===== src/rtl/sd_pulse_sched.sv =====
// rtl/sd_pulse_sched.sv - round-robin event scheduler sharing one pulse-synchronizer channel
// Optional sticky overflow flags: define SD_PULSE_SCHED_OVF_EN.
module sd_pulse_sched #(
  parameter int nsrc      = 4,
  parameter int cnt_width = 4,
  parameter int id_width  = 2,
  parameter int min_gap   = 8
) (
  input  logic                clk,
  input  logic                reset,
  input  logic [nsrc-1:0]     req_pulse,
  output logic                sync_pulse,
  output logic [id_width-1:0] sync_id,
  output logic                busy,
  output logic                pending_any,
  output logic [nsrc-1:0]     ovf,
  input  logic [nsrc-1:0]     ovf_clr
);

  localparam int gap_w = (min_gap > 2) ? $clog2(min_gap) : 1;
  localparam logic [cnt_width-1:0] cnt_max = {cnt_width{1'b1}};

  localparam logic [1:0] IDLE  = 2'd0;
  localparam logic [1:0] ISSUE = 2'd1;
  localparam logic [1:0] GAP   = 2'd2;

  logic [1:0]           state_q, state_d;
  logic [gap_w-1:0]     gap_q, gap_d;
  logic                 sync_pulse_q, sync_pulse_d;
  logic [id_width-1:0]  sync_id_q, sync_id_d;
  logic                 busy_q, busy_d;
  logic [id_width-1:0]  last_q, last_d;
  logic [nsrc-1:0]      ovf_q, ovf_d;
  logic [cnt_width-1:0] pending_q [nsrc];
  logic [cnt_width-1:0] pending_d [nsrc];

  logic                 grant;
  logic                 found;
  logic [id_width-1:0]  win;
  logic [nsrc-1:0]      drop;

  // Any source with a nonzero count is waiting for the channel.
  always_comb begin
    pending_any = 1'b0;
    for (int i = 0; i < nsrc; i++) begin
      if (pending_q[i] != '0) pending_any = 1'b1;
    end
  end

  // Round-robin pick: first pending source after the last winner.
  always_comb begin
    int idx;
    found = 1'b0;
    win   = last_q;
    idx   = 0;
    for (int k = 1; k <= nsrc; k++) begin
      idx = (int'(last_q) + k) % nsrc;
      if (!found && pending_q[idx] != '0) begin
        found = 1'b1;
        win   = id_width'(idx);
      end
    end
  end

  assign grant = (state_q == IDLE) && pending_any;

  // Per-source counters; a same-cycle event and grant cancel out.
  always_comb begin
    for (int i = 0; i < nsrc; i++) begin
      logic inc;
      logic dec;
      inc          = req_pulse[i];
      dec          = grant && (win == id_width'(i));
      pending_d[i] = pending_q[i];
      drop[i]      = 1'b0;
      if (inc && !dec) begin
        if (pending_q[i] == cnt_max) drop[i] = 1'b1;
        else pending_d[i] = pending_q[i] + cnt_width'(1);
      end else if (!inc && dec) begin
        pending_d[i] = pending_q[i] - cnt_width'(1);
      end
    end
  end

`ifdef SD_PULSE_SCHED_OVF_EN
  // Sticky overflow: a dropped increment sets, clear only wins when no new drop.
  always_comb begin
    ovf_d = (ovf_q & ~ovf_clr) | drop;
  end
`else
  logic unused_ovf;
  assign unused_ovf = ^{ovf_clr, drop, ovf_q};

  // Overflow reporting compiled out; flag stays low.
  always_comb begin
    ovf_d = '0;
  end
`endif

  // Channel FSM: grant in IDLE, one-cycle pulse in ISSUE, spacing in GAP.
  always_comb begin
    state_d      = state_q;
    gap_d        = gap_q;
    sync_pulse_d = 1'b0;
    sync_id_d    = sync_id_q;
    last_d       = last_q;
    case (state_q)
      IDLE: begin
        if (grant) begin
          state_d      = ISSUE;
          sync_pulse_d = 1'b1;
          sync_id_d    = win;
          last_d       = win;
        end
      end
      ISSUE: begin
        gap_d   = gap_w'(min_gap - 2);
        // With the minimum gap the IDLE cycle alone provides the spacing.
        state_d = (min_gap > 2) ? GAP : IDLE;
      end
      GAP: begin
        gap_d = gap_q - gap_w'(1);
        if (gap_q == gap_w'(1)) state_d = IDLE;
      end
      default: begin
        state_d = IDLE;
      end
    endcase
    busy_d = (state_d != IDLE);
  end

  // State registers with synchronous reset; reset also drops any in-flight pulse.
  always_ff @(posedge clk) begin
    if (reset) begin
      state_q      <= IDLE;
      gap_q        <= '0;
      sync_pulse_q <= 1'b0;
      sync_id_q    <= '0;
      busy_q       <= 1'b0;
      last_q       <= id_width'(nsrc - 1);
      ovf_q        <= '0;
      for (int i = 0; i < nsrc; i++) pending_q[i] <= '0;
    end else begin
      state_q      <= state_d;
      gap_q        <= gap_d;
      sync_pulse_q <= sync_pulse_d;
      sync_id_q    <= sync_id_d;
      busy_q       <= busy_d;
      last_q       <= last_d;
      ovf_q        <= ovf_d;
      for (int i = 0; i < nsrc; i++) pending_q[i] <= pending_d[i];
    end
  end

  assign sync_pulse = sync_pulse_q;
  assign sync_id    = sync_id_q;
  assign busy       = busy_q;
  assign ovf        = ovf_q;

endmodule

===== config.mk =====
export PLATFORM = sky130hd
export DESIGN_NAME = sd_pulse_sched
export DESIGN_NICKNAME = d
export VERILOG_FILES = /design/src/rtl/sd_pulse_sched.sv
export SDC_FILE = /design/constraint.sdc
export NUM_CORES = 1
export LEC_CHECK = 0
export ABC_AREA = 1
export CAP_MARGIN = 25
export CORE_MARGIN = 2
export CORE_UTILIZATION = 29
export DETAILED_ROUTE_END_ITERATION = 12
export HOLD_SLACK_MARGIN = 0.1
export PLACE_DENSITY_LB_ADDON = 0.1
export SETUP_SLACK_MARGIN = 0.5
export SLEW_MARGIN = 20
export SYNTH_ARGS = -nofsm -noshare
export SYNTH_HDL_FRONTEND = slang
export SYNTH_SLANG_ARGS = --single-unit
export TNS_END_PERCENT = 1

===== constraint.sdc =====
create_clock -name clk -period 2.48 [get_ports clk]
set_input_delay 0.496 -clock clk [delete_from_list [all_inputs] [get_ports clk]]
set_output_delay 0.496 -clock clk [all_outputs]
set_load 0.05 [all_outputs]

# After elaboration in Yosys (flattened, before gate mapping)
# Memory sizes are Yosys's and may differ from the RTL's.
# Cells that the tools add are included.
# op_classes
bitwise,5
mux,35
n_addsub,13
n_reduce_logical,41
eq_ne,10
# op_table
op,n
two-way mux 4 bit,16
nonzero test 4 bit,8
adder 4 x 1 -> 4 bit (second input constant),4
== test 4 bit (second input constant),4
logical AND 1 bit,16
subtractor 4 x 1 -> 4 bit (second input constant),4
two-way mux 2 bit,6
zero test 1 bit,11
two-way mux 1 bit,11
== test 2 bit (second input constant),3
one-hot mux 2 bit (3 select lines),1
one-hot mux 3 bit (2 select lines),1
adder 2 x 1 -> 2 bit (second input constant),2
adder 2 bit (second input constant),2
== test 2 x 1 -> 1 bit (second input constant),2
zero test 2 bit,2
bitwise OR 1 bit,4
nonzero test 2 bit,2
== test 3 x 1 -> 1 bit (second input constant),1
subtractor 3 x 1 -> 3 bit (second input constant),1
AND reduction 2 bit,1
OR reduction 2 bit,1
inverter 1 bit,1
# word_totals
regBits,11
word_cells,111
n_memories,1
out_inout_bits,9
in_bits,10
mem_bits_rw,16
# memory_table
name,words,width,read_ports,rd_clocked_by_memory_dff,wr,line_no,rtl
pending_q,4,4,8,0,4,34,logic [cnt_width-1:0] pending_q [nsrc];

# Logic depth before layout (Yosys ltp)
# An unclocked memory read counts as a cell.
# depth
depth_word,19
ltp_mapped,24
ltp_nobuf,23

# Worst setup path after synthesis
# OpenSTA, ideal clock, no wires.
# synth_timing
path_kind,register -> register
startpoint,memory pending_q[2][0]
endpoint,memory pending_q[0][3]
path_slack_ns,-0.285
t_arrival_ns,2.650
setup_ns,0.115
n_path_buf,0
path_stages_with_launch,18
required_time_ns,2.365
synth_period_minus_slack_ns,2.765
cell_sequence,dfxtp_1 nor2_1 nand2_1 nor2_1 nand2_1 nand2_1 clkinv_1 nand4_1 nand2_1 ha_1 nand2_1 nand2_1 a31oi_1 inv_1 nand3_1 nand2_1 a21oi_1 nor2_1
# synth_lines
element,line_no
start: declaration,34

==> run metrics <==
antenna violations before repair=0; asr flop ratio synth=0%; period utilization=100.6%; Setup Slack @ Placement=-0.05507 ns; CTS root buf=clkbuf_8; Chip Height=85.09 um; Detailed Place HPWL=3489 um; WL final=4331 um; Final min period=2.496 ns; Yosys cell types=32; Initial Utilization=30.03%; pins over their slew limit=0; Via density=4.509; critical-path cell list=buf_4, nand2_2, inv_1, nand2_1, nand2_1, nor2_4, nand4_1, nand2_2, inv_2, buf_12, nand3_4, nand2_4, ha_4, a21o_1, a21oi_2, nand3b_1, nand2_1, a21oi_1, nor2_1; CP Data Arrival Time=2.67 ns; CP delay by family, top=simple AND/OR/NAND/NOR gates; Setup Viol. Count Final=1; number of synthesized flops with an enable pin=0; slowest cell on the critical path=dfxtp_4; area grow syn2layout=41.01%; Critical Path RT=2.66 ns; Least-Margin Pin Slew=0.5002 ns; Most common cell on crit path=nand2_1; Final WS setup=-0.01608 ns; total congestion overflow=0; CTS tree=built; post-route ant nets=0; largest area contributor in the netlist=dfxtp_1; GRT Util Overall=12.78%; Synth Area in XOR/XNOR=2.297%; Worst Setup Start Kind=register; post-synthesis adder-cell area fraction=13.39%; crit path kind=register to register; relative slew slack=66.55%; maximum clock frequency=0.4006 GHz; crit path capture type=register; unrepaired setup endpoints after global routing=true; vias in the first global route=1842; pin count of the biggest net entering global routing=17; worst-path fanout max=5; Ant. Diodes=0; post-synthesis compound-gate area fraction=11.48%; failing checks=negative setup slack; DR iter-0 viols=42; Critical path buffers and inverters=4; Synth Flop Type=dfxtp_1; Clk pin slew, worst setup/hold paths=0.10 ns; gpl congestion=0.7752; cell with the most instances after synthesis=nand2_1; clock sinks=27; Mean Syn Cell Area=6.959 um2; Max Cap Violations=0; DRC viols=0; Clock Skews=0.007117 ns; first-pass GRT wire length=7741 um; die area=7240 um2; Hold Vio Cnt, Final=0; TritonCTS Buffers=3; Synth top area share=28.35%; multiplexer share of the synthesized area=0%; via count=1835; mean routed wirelength per cell=10.64 um; worst-case clock buffer depth=2; main area contributors after synthesis=dfxtp_1 (28%), nand2_1 (11%), ha_1 (9.2%); Seq/Total Area, Yosys=28.35%; Row Count=29; min-delay worst type=register to register; outcome=finished, violations left; Clock Latency Late Sink=0.28 ns; CP peak stage delay=0.38 ns; I/O pin count=19; synthesis-stage register bit count=27; DRT Pass-1 Iters=4; Simple-Gate Fraction of Synth Area=35.04%; main combinational cell family by area after synthesis=simple AND/OR/NAND/NOR gates; die width=85.09 um; Final Net Count=359; Synth Warn #=0; synth cell count leaders=nand2_1 (58), nor2_1 (38), dfxtp_1 (27), inv_1 (27), nand3_1 (17); ratio of cells with drive above 1 in the final layout=38.18%; core area=6350 um2; synthesized area=1907 um2; I/O Buffers=10; Post-Syn Instances=274; number of H-tree levels=1
-- cell type report --
class	instances	area, um2
clock buffers	3	41.29
clock inverters	1	7.507
fillers	678	3661
inverters	33	128.9
multi-input cells	210	1415
flip-flops and latches	27	546.8
well taps	77	96.34
repair buffers	56	452.9
-- path summary, 6_finish.rpt --
kind | slack, ns | endpoint | startpoint | cells after the start
worst max register to register | -0.02 | pending_q[2][3]$_SDFFE_PP0P_ | last_q[0]$_SDFFE_PP1P_ | 19
worst max-delay path | -0.02 | pending_q[2][3]$_SDFFE_PP0P_ | last_q[0]$_SDFFE_PP1P_ | 19
worst min-delay path | 0.48 | sync_id[0]$_SDFFE_PP0P_ | sync_id[0]$_SDFFE_PP0P_ | 2
worst min register to register | 0.48 | sync_id[0]$_SDFFE_PP0P_ | sync_id[0]$_SDFFE_PP0P_ | 2
-- timing repair --
action	in CTS	in global routing
setup buffers	0	1
pin swaps	9	18
endpoints found under the setup margin	16	18
resized for setup	11	27
hold buffers	0	0
-- through the flow --
step | area, um2 | instances | hold slack, ns | setup TNS (ns) | util [%]
finish | 2689 | 407 | 0.4788 | -0.01608 | 42.34
detailed placement | 2532 | 402 | 0.4642 | -0.1378 | 39.88
CTS | 2591 | 406 | 0.4851 | -0.1180 | 40.81
global placement | 2532 | 402 | 0.4661 | -0.08628 | 39.88
global route | 2689 | 407 | 0.5208 | -1.367 | 42.34
floorplan | 2038 | 277 | 0.4632 | 0 | -
-- registers in the layout (all words and copies together) (netlist names) --
register / flops
busy: 1
last_q: 2
pending_q: 16
sync_pulse: 1
gap_q: 3
state_q: 2
sync_id: 2
-- metal layers --
metal	vias to the layer above	share of wire [%]	global-route usage, %
li1	996	-	-
met1	822	51	16.78
met4	0	1.0	3.896
met3	4	1.8	1.654
met5	-	0	0
met2	13	46	21.80
-- logic make-up after synthesis --
family,after synthesis
buf+inv,40
compound gates,39
simple gates,144
other cells,1
fa+ha+maj,18
flops,27
xor+xnor,5
-- layout by cell type (no fill, tap or decap), types with 3 or more instances in the layout --
cell,n
fa_1,4
buf_4,45
a21oi_2,3
nand2_2,26
nand3_2,10
xor2_1,3
nand3_1,10
o21ai_0,12
nor2_2,9
o21ai_1,3
nand2_1,41
inv_2,7
ha_1,10
nand2_4,4
nand3b_1,3
nand4_1,8
ha_4,4
nor2_1,31
conb_1,4
inv_1,24
clkbuf_8,3
clkdlybuf4s50_1,9
a21oi_1,10
dfxtp_1,24
-- tightest hold or removal path, delay by kind of cell (launching register included) --
kind             cells  cell delay (ns)
AND/OR/NAND/NOR      1             0.06
AO/OA/AOI/OAI        1             0.05
flip-flops           1             0.33
Power is not shown: default switching activity piles up to over one toggle a cycle in this logic, so the estimate is an artifact.
